==> src/rtl/hazard_pkg.sv <==
// hazard_pkg
//   Shared types and constants for the hazard match pipeline.
//   regaddr_t : register-file address (4 bits by default)
//   PC_REG    : address of the program counter; never a forwarding source
//   ctrl_t    : decode-stage control bundle carried into the E stage
//   sat_inc16 : saturating 16-bit increment used by the perf counters
package hazard_pkg;

    localparam int unsigned REG_AW_DEF = 4;

    typedef logic [REG_AW_DEF-1:0] regaddr_t;

    localparam regaddr_t PC_REG = 4'hF;

    typedef struct packed {
        logic RegWrite;
        logic MemtoReg;
        logic PCSrc;
        logic Branch;
    } ctrl_t;

    localparam int unsigned CTRL_W = $bits(ctrl_t);

    function automatic logic [15:0] sat_inc16(input logic [15:0] v);
        return (v == 16'hFFFF) ? v : v + 16'd1;
    endfunction

endpackage

==> src/rtl/hazard_match_pipe_stage_reg.sv <==
// pipe_stage_reg
//   Generic pipeline stage register.
//   clk   : rising-edge clock
//   rst_n : asynchronous active-low reset, clears the stage
//   i_clr : synchronous clear (bubble insertion), wins over i_d
//   i_d   : next-stage data
//   o_q   : registered data
module pipe_stage_reg #(
    parameter int unsigned W = 8
) (
    input  logic         clk,
    input  logic         rst_n,
    input  logic         i_clr,
    input  logic [W-1:0] i_d,
    output logic [W-1:0] o_q
);

    logic [W-1:0] r_q;

    always_ff @(posedge clk or negedge rst_n) begin
        if (!rst_n) begin
            r_q <= '0;
        end else if (i_clr) begin
            r_q <= '0;
        end else begin
            r_q <= i_d;
        end
    end

    assign o_q = r_q;

endmodule

==> src/rtl/hazard_match_pipe.sv <==
// hazard_match_pipe
//   E/M/W pipeline registers for register addresses and control bits, plus the
//   address comparators feeding a hazard unit.
//   Inputs : clk, rst (async active-low), RA1D/RA2D/WA3D, RegWriteD,
//            MemtoRegD, PCSrcD, BranchD, CondExE, FlushE, StallD, FlushD
//   Outputs: PCSrcE/M/W, MemtoRegE, RegWriteM/W, BranchTakenE,
//            Match_1E_M, Match_2E_M, Match_1E_W, Match_2E_W, Match_12D_E
//   Option : HAZARD_PERF_EN adds StallCnt[15:0] and FlushCnt[15:0]
//            (saturating event counters, cleared by rst).
module hazard_match_pipe
    import hazard_pkg::*;
#(
    parameter int unsigned REG_AW = REG_AW_DEF
) (
    input  logic              clk,
    input  logic              rst,
    input  logic [REG_AW-1:0] RA1D,
    input  logic [REG_AW-1:0] RA2D,
    input  logic [REG_AW-1:0] WA3D,
    input  logic              RegWriteD,
    input  logic              MemtoRegD,
    input  logic              PCSrcD,
    input  logic              BranchD,
    input  logic              CondExE,
    input  logic              FlushE,
    input  logic              StallD,
    input  logic              FlushD,
    output logic              PCSrcE,
    output logic              PCSrcM,
    output logic              PCSrcW,
    output logic              MemtoRegE,
    output logic              RegWriteM,
    output logic              RegWriteW,
    output logic              BranchTakenE,
    output logic              Match_1E_M,
    output logic              Match_2E_M,
    output logic              Match_1E_W,
    output logic              Match_2E_W,
    output logic              Match_12D_E
`ifdef HAZARD_PERF_EN
   ,output logic [15:0]       StallCnt,
    output logic [15:0]       FlushCnt
`endif
);

    localparam int unsigned EW = 3 * REG_AW + CTRL_W;
    localparam int unsigned MW = REG_AW + 2;

    logic [REG_AW-1:0] w_pc;
    assign w_pc = REG_AW'(PC_REG);

    // E stage
    ctrl_t             w_ctrl_d;
    ctrl_t             w_ctrl_e;
    logic [EW-1:0]     w_e_d;
    logic [EW-1:0]     w_e_q;
    logic [REG_AW-1:0] w_ra1e;
    logic [REG_AW-1:0] w_ra2e;
    logic [REG_AW-1:0] w_wa3e;

    assign w_ctrl_d = '{RegWrite: RegWriteD, MemtoReg: MemtoRegD,
                        PCSrc: PCSrcD, Branch: BranchD};
    assign w_e_d    = {RA1D, RA2D, WA3D, w_ctrl_d};

    pipe_stage_reg #(.W(EW)) u_stage_e (
        .clk   (clk),
        .rst_n (rst),
        .i_clr (FlushE),
        .i_d   (w_e_d),
        .o_q   (w_e_q)
    );

    assign {w_ra1e, w_ra2e, w_wa3e, w_ctrl_e} = w_e_q;

    // M stage: writes and PC updates survive only if the condition passed
    logic [MW-1:0]     w_m_d;
    logic [MW-1:0]     w_m_q;
    logic [REG_AW-1:0] w_wa3m;
    logic              w_regwrite_m;
    logic              w_pcsrc_m;

    assign w_m_d = {w_wa3e, w_ctrl_e.RegWrite & CondExE, w_ctrl_e.PCSrc & CondExE};

    pipe_stage_reg #(.W(MW)) u_stage_m (
        .clk   (clk),
        .rst_n (rst),
        .i_clr (1'b0),
        .i_d   (w_m_d),
        .o_q   (w_m_q)
    );

    assign {w_wa3m, w_regwrite_m, w_pcsrc_m} = w_m_q;

    // W stage
    logic [MW-1:0]     w_w_q;
    logic [REG_AW-1:0] w_wa3w;
    logic              w_regwrite_w;
    logic              w_pcsrc_w;

    pipe_stage_reg #(.W(MW)) u_stage_w (
        .clk   (clk),
        .rst_n (rst),
        .i_clr (1'b0),
        .i_d   (w_m_q),
        .o_q   (w_w_q)
    );

    assign {w_wa3w, w_regwrite_w, w_pcsrc_w} = w_w_q;

    // Stage occupancy since reset: [2]=E, [1]=M, [0]=W. A stage emptied by
    // reset holds all-zero addresses that would otherwise compare equal to
    // register 0; bubbles from FlushE still count as occupied.
    logic [2:0] w_occ_d;
    logic [2:0] w_occ_q;

    assign w_occ_d = {1'b1, w_occ_q[2:1]};

    pipe_stage_reg #(.W(3)) u_stage_occ (
        .clk   (clk),
        .rst_n (rst),
        .i_clr (1'b0),
        .i_d   (w_occ_d),
        .o_q   (w_occ_q)
    );

    // Comparators; a destination of PC never matches
    logic w_e_live;
    logic w_m_live;
    logic w_w_live;

    assign w_e_live = w_occ_q[2] && (w_wa3e != w_pc);
    assign w_m_live = w_occ_q[2] && w_occ_q[1] && (w_wa3m != w_pc);
    assign w_w_live = w_occ_q[2] && w_occ_q[0] && (w_wa3w != w_pc);

    assign Match_1E_M  = w_m_live && (w_ra1e == w_wa3m);
    assign Match_2E_M  = w_m_live && (w_ra2e == w_wa3m);
    assign Match_1E_W  = w_w_live && (w_ra1e == w_wa3w);
    assign Match_2E_W  = w_w_live && (w_ra2e == w_wa3w);
    assign Match_12D_E = w_e_live && ((RA1D == w_wa3e) || (RA2D == w_wa3e));

    assign PCSrcE       = w_ctrl_e.PCSrc;
    assign MemtoRegE    = w_ctrl_e.MemtoReg;
    assign BranchTakenE = w_ctrl_e.Branch & CondExE;
    assign PCSrcM       = w_pcsrc_m;
    assign RegWriteM    = w_regwrite_m;
    assign PCSrcW       = w_pcsrc_w;
    assign RegWriteW    = w_regwrite_w;

`ifdef HAZARD_PERF_EN
    logic [15:0] r_stall_cnt;
    logic [15:0] r_flush_cnt;

    always_ff @(posedge clk or negedge rst) begin
        if (!rst) begin
            r_stall_cnt <= '0;
            r_flush_cnt <= '0;
        end else begin
            if (StallD) begin
                r_stall_cnt <= sat_inc16(r_stall_cnt);
            end
            if (FlushD || FlushE) begin
                r_flush_cnt <= sat_inc16(r_flush_cnt);
            end
        end
    end

    assign StallCnt = r_stall_cnt;
    assign FlushCnt = r_flush_cnt;
`else
    // StallD/FlushD only feed the perf counters
    logic w_unused_perf;
    assign w_unused_perf = StallD ^ FlushD;
`endif

endmodule

==> config.mk <==
export PLATFORM = sky130hd
export DESIGN_NAME = hazard_match_pipe
export DESIGN_NICKNAME = d
export VERILOG_FILES = /design/src/rtl/hazard_pkg.sv /design/src/rtl/hazard_match_pipe_stage_reg.sv /design/src/rtl/hazard_match_pipe.sv
export SDC_FILE = /design/constraint.sdc
export NUM_CORES = 1
export LEC_CHECK = 0
export CORE_ASPECT_RATIO = 1.2
export CORE_MARGIN = 3
export CORE_UTILIZATION = 32
export DETAILED_ROUTE_END_ITERATION = 10
export SYNTH_ARGS = -nofsm -noshare
export SYNTH_HDL_FRONTEND = slang
export SYNTH_SLANG_ARGS = --single-unit
==> constraint.sdc <==
create_clock -name clk -period 1 [get_ports clk]
set_input_delay 0.15 -clock clk [delete_from_list [all_inputs] [get_ports clk]]
set_output_delay 0.15 -clock clk [all_outputs]
set_load 0.02 [all_outputs]
==> results.json, run 1 <==
{
  "outcome": "complete, but fails checks",
  "violations": "negative setup slack",
  "path_cells": "xnor2_1 > nand4_1 > nor2_4 > buf_6",
  "cts_root_buffer": "clkbuf_8",
  "path_buf_inv": 1,
  "die_h_um": 73.2,
  "clkLatencyLatePin_ps": 270,
  "cts_tree": "built",
  "port-buffer-count": 31,
  "r2r_slack_ps": 310,
  "antenna_found_initial": 0,
  "synth-seq-cells": 31,
  "crit_required_ps": 850,
  "drc_errors": 0,
  "postSynthAreaPerCell_sq_um": 12.9,
  "p_per_area_nw_per_um2": 1570,
  "timing.final.crit_share_pct": 144,
  "core_sq_um": 3480,
  "yosysWarnings": 0,
  "reg2reg_depth": 1,
  "irDropWorstVdd_v": 0.00124,
  "cap_violations": 0,
  "r2r-start": "u_stage_e.o_q[5]$_DFF_PN0_",
  "synth-xor-area-share_pct": 17.5,
  "drt-total-wl_um": 2130,
  "endpoint": "Match_1E_M",
  "setup_tns_ps": -2050,
  "clkTransAtPathRegs_ps": 60,
  "grt_use_total_pct": 11.6,
  "cts_sinks": 31,
  "timing.rr.end": "u_stage_m.o_q[3]$_DFF_PN0_",
  "syn_area_sq_um": 1200,
  "leakage_nw": 0.747,
  "gp_congestion": 0.832,
  "grt_max_degree": 32,
  "initial_core_util_pct": 34.6,
  "grt_overflow": 0,
  "clock_skew_ps": 4.92,
  "die_area_sq_um": 4540,
  "syn_nets": 115,
  "startpoint": "u_stage_m.o_q[3]$_DFF_PN0_",
  "synthCells": 93,
  "drt_iter0_markers": 5,
  "finalNetCount": 160,
  "synth_compound_area_share_pct": 0.416,
  "seq_area_frac_synth_pct": 64.4,
  "cp_slowest_cell": "dfrtp_1",
  "grt_pass1_wl_um": 3750,
  "rsz0062_at_grt": "true",
  "setup_viol": 6,
  "syn_to_final_growth_pct": 46.4,
  "cp-end-kind": "output pin",
  "numCtsBuffers": 5,
  "diodes": 0,
  "cp.depth": 4,
  "start_kind": "register",
  "synthTopCellsByArea": "dfrtp_1 (64%), xnor2_1 (17%), nor2b_1 (8.3%)",
  "synthMuxAreaShare_pct": 0,
  "finalHoldViolations": 0,
  "ys_types": 11,
  "min_path_type": "input port to asynchronous set/reset pin",
  "synth_top_family_by_area": "XOR/XNOR gates",
  "yosysTopAreaCell": "dfrtp_1",
  "synth_top_area_share_pct": 64.4,
  "place_ws_ps": -820,
  "htreeDepth": 2,
  "wl_per_cell_um": 11.2,
  "first_pass_iters": 3,
  "synthAdderAreaFrac_pct": 0,
  "crit_arrival_ps": 1290,
  "ios": 34,
  "period_needed_ps": 1440,
  "post_cts.repair.setup_buffers": 0,
  "yosys.area_share.simple_pct": 16.9,
  "ant_nets": 0,
  "fp-row-count": 23,
  "critPathTopFamily": "flip-flops",
  "grt_pass1_vias": 870,
  "finalMaxSlewViolations": 0,
  "setup_ws_ps": -439,
  "fmax_mhz": 695,
  "drive_above_1_share_pct": 25.2,
  "crit_type": "register to output pin",
  "vias": 776,
  "fp.dieW_um": 62.0,
  "cts_buffer_depth": 2,
  "crit_fanout": 4,
  "critPathMaxStageDelay_ps": 430,
  "viasPerCell": 4.11
}
## Yosys cell counts, drive strengths merged
master  count
a21oi       1
and2        3
buf         1
conb        1
dfrtp      31
nand2       1
nand3       2
nand4       9
nor2        4
nor2b      16
xnor2      24
## repair_timing
action,in CTS,in global routing
setup endpoints to repair,12,6
hold buffers,0,0
endpoints found under the hold margin,0,0
pin swaps,11,9
resized for setup,59,2
cloned,0,0
## placed cells by master (no fill, tap or decap)
cell type,netlist,layout
dfrtp_1,31,30
xnor2_1,24,23
clkdlybuf4s50_1,0,19
nor2b_1,16,16
nand4_1,9,9
buf_4,0,8
clkbuf_8,0,7
buf_2,1,6
buf_6,0,4
and2_1,3,2
nand3_1,2,2
nor2_4,0,2
nor2_2,0,2
buf_12,0,2
xnor2_2,0,1
nand2_1,1,1
a21oi_2,0,1
and2_4,0,1
clkbuf_1,0,1
dfrtp_2,0,1
conb_1,1,1
## final cells by class
class	instances	area [sq um]
fillers	314	1720
well taps	50	62.6
flip-flops and latches	31	777
multi-input cells	61	457
clock buffers	8	100
repair buffers	39	365
## worst min path at each step
stage	start	end	slack [ps]	depth (start not counted)
2_1_floorplan	rst	u_stage_e.o_q[0]$_DFF_PN0_	-150	0
3_5_place_dp	u_stage_m.o_q[1]$_DFF_PN0_	u_stage_w.o_q[1]$_DFF_PN0_	370	0
5_1_grt	rst	u_stage_m.o_q[3]$_DFF_PN0_	250	2
3_3_place_gp	u_stage_m.o_q[0]$_DFF_PN0_	u_stage_w.o_q[0]$_DFF_PN0_	360	0
4_1_cts	rst	u_stage_e.o_q[5]$_DFF_PN0_	230	2
6_report	rst	u_stage_e.o_q[5]$_DFF_PN0_	230	2
## registers in the layout, summed over array words and instances (netlist names)
name	flops
u_stage_e.o_q	16
u_stage_m.o_q	6
u_stage_occ.o_q	3
u_stage_w.o_q	6
## power by group
| part | total, mW | internal, mW | switching, mW |
|---|---|---|---|
| clock | 1.04 | 0.627 | 0.412 |
| sequential | 1.37 | 1.32 | 0.0540 |
| combinational | 0.360 | 0.212 | 0.147 |
| total | 2.77 | 2.16 | 0.614 |
## logic make-up (layout without fill, tap and decap cells)
logic type | after synthesis | in the layout
xor+xnor | 24 | 24
simple gates | 35 | 35
flops | 31 | 31
compound gates | 1 | 1
other cells | 1 | 1
buf+inv | 1 | 47
## per-layer routing
layer	up-vias	global-route usage [%]	part of all wire [%]
li1	386	-	-
met4	0	6.37	2.4
met1	355	12.1	39
met5	-	0	0
met3	5	4.96	7.4
met2	30	19.1	51
## metrics by stage
| stage | area (sq um) | utilization [%] | hold slack [ps] | instances | power (mW) |
|---|---|---|---|---|---|
| after global placement | 1680 | 48.3 | 358 | 181 | 1.76 |
| after detailed placement | 1680 | 48.3 | 369 | 181 | 1.77 |
| after global routing | 1760 | 50.6 | 251 | 189 | 2.92 |
| final | 1760 | 50.6 | 232 | 189 | 2.77 |
| after CTS | 1760 | 50.4 | 231 | 189 | 2.82 |
| after floorplan | 1230 | - | -146 | 93 | 1.55 |
Power figures use the tool's default switching activity.
==> run 2, diff against run 1 <==
- SETUP_SLACK_MARGIN: default -> 0.1
- SKIP_CTS_REPAIR_TIMING: default -> 1
==> run 2 against run 1 <==
  * Sequential share of layout area decreased by 1.0 points
  * Largest cell class unchanged
  * Via count increased by 4.6%
  * Setup slack got worse by 1.3 ps
  * Critical endpoint is now Match_12D_E
  * The flow still finishes with violations (negative setup slack)
  * Clock power decreased by 14%
  * Critical path depth unchanged
  * Total power decreased by 4.3%
  * Worst hold slack improved by 3.0 ps
==> results.json, run 2 (same netlist as run 1, synthesis figures left out) <==
{
  "cts_root_buffer": "clkbuf_8",
  "vias": 812,
  "p_sw_mw": 0.617,
  "fmax_mhz": 694,
  "cts_tree": "built",
  "fp.dieW_um": 62.0,
  "setup_ws_ps": -440,
  "diodes": 0,
  "cts_sinks": 31,
  "violations": "negative setup slack",
  "clkLatencyLatePin_ps": 280,
  "rsz0062_at_grt": "true",
  "crit_required_ps": 850,
  "p_int_mw": 2.03,
  "cts_buffer_depth": 2,
  "use_met3_pct": 4.96,
  "grt_overflow": 0,
  "finalNetCount": 161,
  "ant_nets": 0,
  "p_comb_share_pct": 14.3,
  "r2r_slack_ps": 340,
  "grt.met1_usage_pct": 11.6,
  "timing.rr.end": "u_stage_m.o_q[3]$_DFF_PN0_",
  "finalMaxSlewViolations": 0,
  "core_sq_um": 3480,
  "final_cell_mix": "dfrtp_1 (29), xnor2_1 (23), clkdlybuf4s50_1 (19)",
  "clkTransAtPathRegs_ps": 60,
  "first_pass_iters": 4,
  "cp-end-kind": "output pin",
  "use_met2_pct": 19.6,
  "hpwl_um": 1800,
  "port-buffer-count": 31,
  "crit_fanout": 3,
  "clock_skew_ps": 5.19,
  "p_per_area_nw_per_um2": 1470,
  "gp_congestion": 0.799,
  "die_h_um": 73.2,
  "antenna_found_initial": 0,
  "r2r-start": "u_stage_e.o_q[5]$_DFF_PN0_",
  "power_frac_seq_pct": 51.9,
  "swShare_pct": 23.3,
  "crit_arrival_ps": 1290,
  "setup_viol": 6,
  "grt_max_degree": 32,
  "cap_violations": 0,
  "drt-total-wl_um": 2210,
  "htreeDepth": 2,
  "startpoint": "u_stage_e.o_q[6]$_DFF_PN0_",
  "syn_to_final_growth_pct": 50.1,
  "clkPwrFrac_pct": 33.8,
  "timing.hold.ws_ps": 235,
  "drive_above_1_share_pct": 26.4,
  "endpoint": "Match_12D_E",
  "largest_register_ffs": 16,
  "finalHoldViolations": 0,
  "drt_iter0_markers": 11,
  "viasPerCell": 4.27,
  "layout_commonest_cell": "dfrtp_1",
  "period_needed_ps": 1440,
  "initial_core_util_pct": 34.6,
  "grt_pass1_vias": 886,
  "irDropWorstVdd_v": 0.000807,
  "leakage_nw": 0.752,
  "grt.busiest_layer": "met2",
  "grt_use_total_pct": 11.3,
  "min_path_type": "input port to asynchronous set/reset pin",
  "drc_errors": 0,
  "wl_per_cell_um": 11.6,
  "die_area_sq_um": 4540,
  "fp-row-count": 23,
  "outcome": "complete, but fails checks",
  "reg2reg_depth": 1,
  "crit_type": "register to output pin",
  "timing.final.crit_share_pct": 144,
  "totalPowerFinal_mw": 2.65,
  "grt_pass1_wl_um": 3700,
  "start_kind": "register",
  "numCtsBuffers": 5,
  "ios": 34
}
run 2: changes by cell type in the layout (fill, tap and decap cells not counted), sizes merged:
cell | previous run | this run
clkinv | 0 | 1
clkbuf | 8 | 7
buf | 20 | 21
run 2: worst max-delay path, stage by stage (launching register included):
cell and delay (ps):
dfrtp_1 410, xnor2_1 180, nand4_1 130, a21oi_2 170, buf_6 130
run 2: per-stage QoR:
step | area (sq um) | utilization, % | std cells | setup slack, ps | TNS (ps)
after global placement | 1690 | 48.4 | 181 | -832 | -4070
after CTS | 1770 | 50.7 | 189 | -955 | -7360
after detailed placement | 1690 | 48.4 | 181 | -816 | -4180
after floorplan | 1230 | - | 93 | -66.1 | -137
after global routing | 1810 | 51.9 | 190 | -529 | -2540
final | 1810 | 51.9 | 190 | -440 | -2060
run 2: final cells by class:
class,instances,area [sq um]
Clock buffer,7,76.3
Clock inverter,1,5.00
Fill cell,324,1680
Multi-Input combinational cell,61,467
Sequential cell,31,778
Tap cell,50,62.6
Timing Repair Buffer,40,418
run 2: power by group through the flow:
stage | Sequential (mW) | Clock, mW | Combinational, mW
after floorplan | 1.40 | 0 | 0.157
after global placement | 1.39 | 0 | 0.370
after detailed placement | 1.40 | 0 | 0.374
after CTS | 1.37 | 0.932 | 0.376
after global routing | 1.38 | 0.981 | 0.414
final | 1.38 | 0.896 | 0.379
run 2: worst min path at each step:
stage                                          start                    endpoint  slack, ps  depth (start not counted)
after floorplan                                  rst  u_stage_e.o_q[0]$_DFF_PN0_       -150                          0
after global placement    u_stage_m.o_q[0]$_DFF_PN0_  u_stage_w.o_q[0]$_DFF_PN0_        360                          0
after detailed placement  u_stage_m.o_q[0]$_DFF_PN0_  u_stage_w.o_q[0]$_DFF_PN0_        360                          0
after CTS                                        rst  u_stage_m.o_q[4]$_DFF_PN0_        240                          2
after global routing                             rst  u_stage_e.o_q[5]$_DFF_PN0_        260                          2
final                                            rst  u_stage_e.o_q[5]$_DFF_PN0_        230                          2
run 2: per-layer routing:
layer  vias to the layer above  share of wire (%)
met5                         -                  0
met4                         0                1.6
met3                         2                7.6
met2                        30                 54
met1                       389                 36
li1                        391                  -
==> run 3, diff against run 2 <==
--- a/config.mk
+++ b/config.mk
@@ -9,4 +9,5 @@
 export CORE_MARGIN = 3
-export CORE_UTILIZATION = 32
+export CORE_UTILIZATION = 45
 export DETAILED_ROUTE_END_ITERATION = 10
+export PLACE_DENSITY = 0.76
 export SETUP_SLACK_MARGIN = 0.1
==> constraint.sdc (replaced) <==
create_clock -name clk -period 1 [get_ports clk]
set_input_delay 0.2 -clock clk [delete_from_list [all_inputs] [get_ports clk]]
set_output_delay 0.2 -clock clk [all_outputs]
set_load 0.02 [all_outputs]
==> run 3 against run 2 <==
  * The flow still finishes with violations (negative setup slack)
  * First-iteration DRC count increased by 100%
  * Utilization is 24 points higher
  * Clock power is 12% lower
  * Flip-flop and latch count did not move
  * Via count up 2.8%
  * Routed wire length increased by 3.6%
  * Setup slack worse by 160 ps
  * Non-clock buffer count unchanged
  * Total power down 2.7%
  * Critical endpoint unchanged
==> results.json, run 3 (same netlist as run 1, synthesis figures left out) <==
{
  "p_per_area_nw_per_um2": 1400,
  "ant_nets": 0,
  "grt_pass1_wl_um": 3690,
  "critPathTopFamily": "flip-flops",
  "period_needed_ps": 1600,
  "final_cell_mix": "dfrtp_1 (25), clkdlybuf4s50_1 (19), nor2b_1 (16)",
  "min_path_type": "input port to asynchronous set/reset pin",
  "cp_slowest_cell": "dfrtp_2",
  "crit_fanout": 4,
  "drt_iter0_markers": 22,
  "initial_core_util_pct": 49.6,
  "final_area_sq_um": 1840,
  "core_sq_um": 2420,
  "finalNetCount": 161,
  "irDropWorstVdd_v": 0.00111,
  "antenna_found_initial": 0,
  "crit_type": "register to output pin",
  "setup_ws_ps": -600,
  "rsz0062_at_grt": "true",
  "grt_max_degree": 32,
  "setup_viol": 12,
  "grt_overflow": 0,
  "cts_tree": "built",
  "viasPerCell": 4.88,
  "htreeDepth": 2,
  "fin_cells": 171,
  "die_area_sq_um": 3330,
  "crit_arrival_ps": 1400,
  "start_kind": "register",
  "fp-row-count": 19,
  "crit_required_ps": 800,
  "cts_buffer_depth": 2,
  "largest_register_ffs": 16,
  "cts_sinks": 31,
  "drt-total-wl_um": 2280,
  "fp.dieW_um": 53.2,
  "totalPowerFinal_mw": 2.58,
  "grt_use_total_pct": 15.3,
  "clock_skew_ps": 1.92,
  "cap_violations": 0,
  "timing.hold.ws_ps": 251,
  "dpl_cell_area_sq_um": 1650,
  "cp-end-kind": "output pin",
  "drc_errors": 0,
  "port-buffer-count": 31,
  "violations": "negative setup slack",
  "drive_above_1_share_pct": 36.4,
  "clkLatencyLatePin_ps": 310,
  "syn_to_final_growth_pct": 52.6,
  "ios": 34,
  "die_h_um": 62.7,
  "layout_commonest_cell": "dfrtp_1",
  "path_buf_inv": 1,
  "first_pass_iters": 4,
  "finalMaxSlewViolations": 0,
  "fmax_mhz": 625,
  "outcome": "complete, but fails checks",
  "setup_tns_ps": -3030,
  "timing.final.crit_share_pct": 160,
  "leakage_nw": 0.779,
  "placedCellCount": 160,
  "wl_per_cell_um": 13.4,
  "clkTransAtPathRegs_ps": 90,
  "critPathMaxStageDelay_ps": 460,
  "gp_congestion": 0.785,
  "finalHoldViolations": 0,
  "path_cells": "xnor2_1 > nand4_1 > a21oi_2 > buf_4",
  "cts_root_buffer": "clkbuf_4",
  "numCtsBuffers": 5,
  "vias": 835,
  "diodes": 0,
  "grt_pass1_vias": 873
}
-- run 3: cell types whose count changed in the layout (fill, tap and decap cells not counted), sizes merged --
cell | previous run | this run
clkinv | 1 | 0
clkbuf | 7 | 8
-- run 3: path summary, 6_finish.rpt --
path / from / to / slack, ps / depth (start not counted)
max: u_stage_e.o_q[7]$_DFF_PN0_ / Match_12D_E / -600 / 4
min reg2reg: u_stage_occ.o_q[1]$_DFF_PN0_ / u_stage_occ.o_q[0]$_DFF_PN0_ / 400 / 0
max reg2reg: u_stage_e.o_q[1]$_DFF_PN0_ / u_stage_m.o_q[0]$_DFF_PN0_ / 220 / 2
min: rst / u_stage_e.o_q[3]$_DFF_PN0_ / 250 / 2
max in group asynchronous: rst / u_stage_e.o_q[6]$_DFF_PN0_ / 580 / 2
min in group clk: u_stage_occ.o_q[1]$_DFF_PN0_ / u_stage_occ.o_q[0]$_DFF_PN0_ / 400 / 0
-- run 3: final cells by class --
class | instances | area [sq um]
Clock buffer | 8 | 68.8
Fill cell | 158 | 588
Multi-Input combinational cell | 61 | 532
Sequential cell | 31 | 783
Tap cell | 31 | 38.8
Timing Repair Buffer | 40 | 414
-- run 3: per-stage QoR --
stage | util (%) | worst slack [ps]
after floorplan | - | -116
after global placement | 67.9 | -912
after detailed placement | 67.9 | -921
after CTS | 70.7 | -1070
after global routing | 75.7 | -675
final | 75.7 | -600
-- run 3: power breakdown --
group	internal (mW)	total, mW	switching [mW]
clock network	0.413	0.788	0.375
logic	0.248	0.404	0.156
registers	1.32	1.39	0.0702
-- run 3: routing by layer --
layer,part of all wire (%),vias to the layer above,routed length (um),track usage (%)
met2,55,30,1250,25.3
li1,-,392,-,-
met1,36,404,824,16.7
met3,5.6,9,127,3.82
met4,3.5,0,80,9.27
met5,0,-,0,0
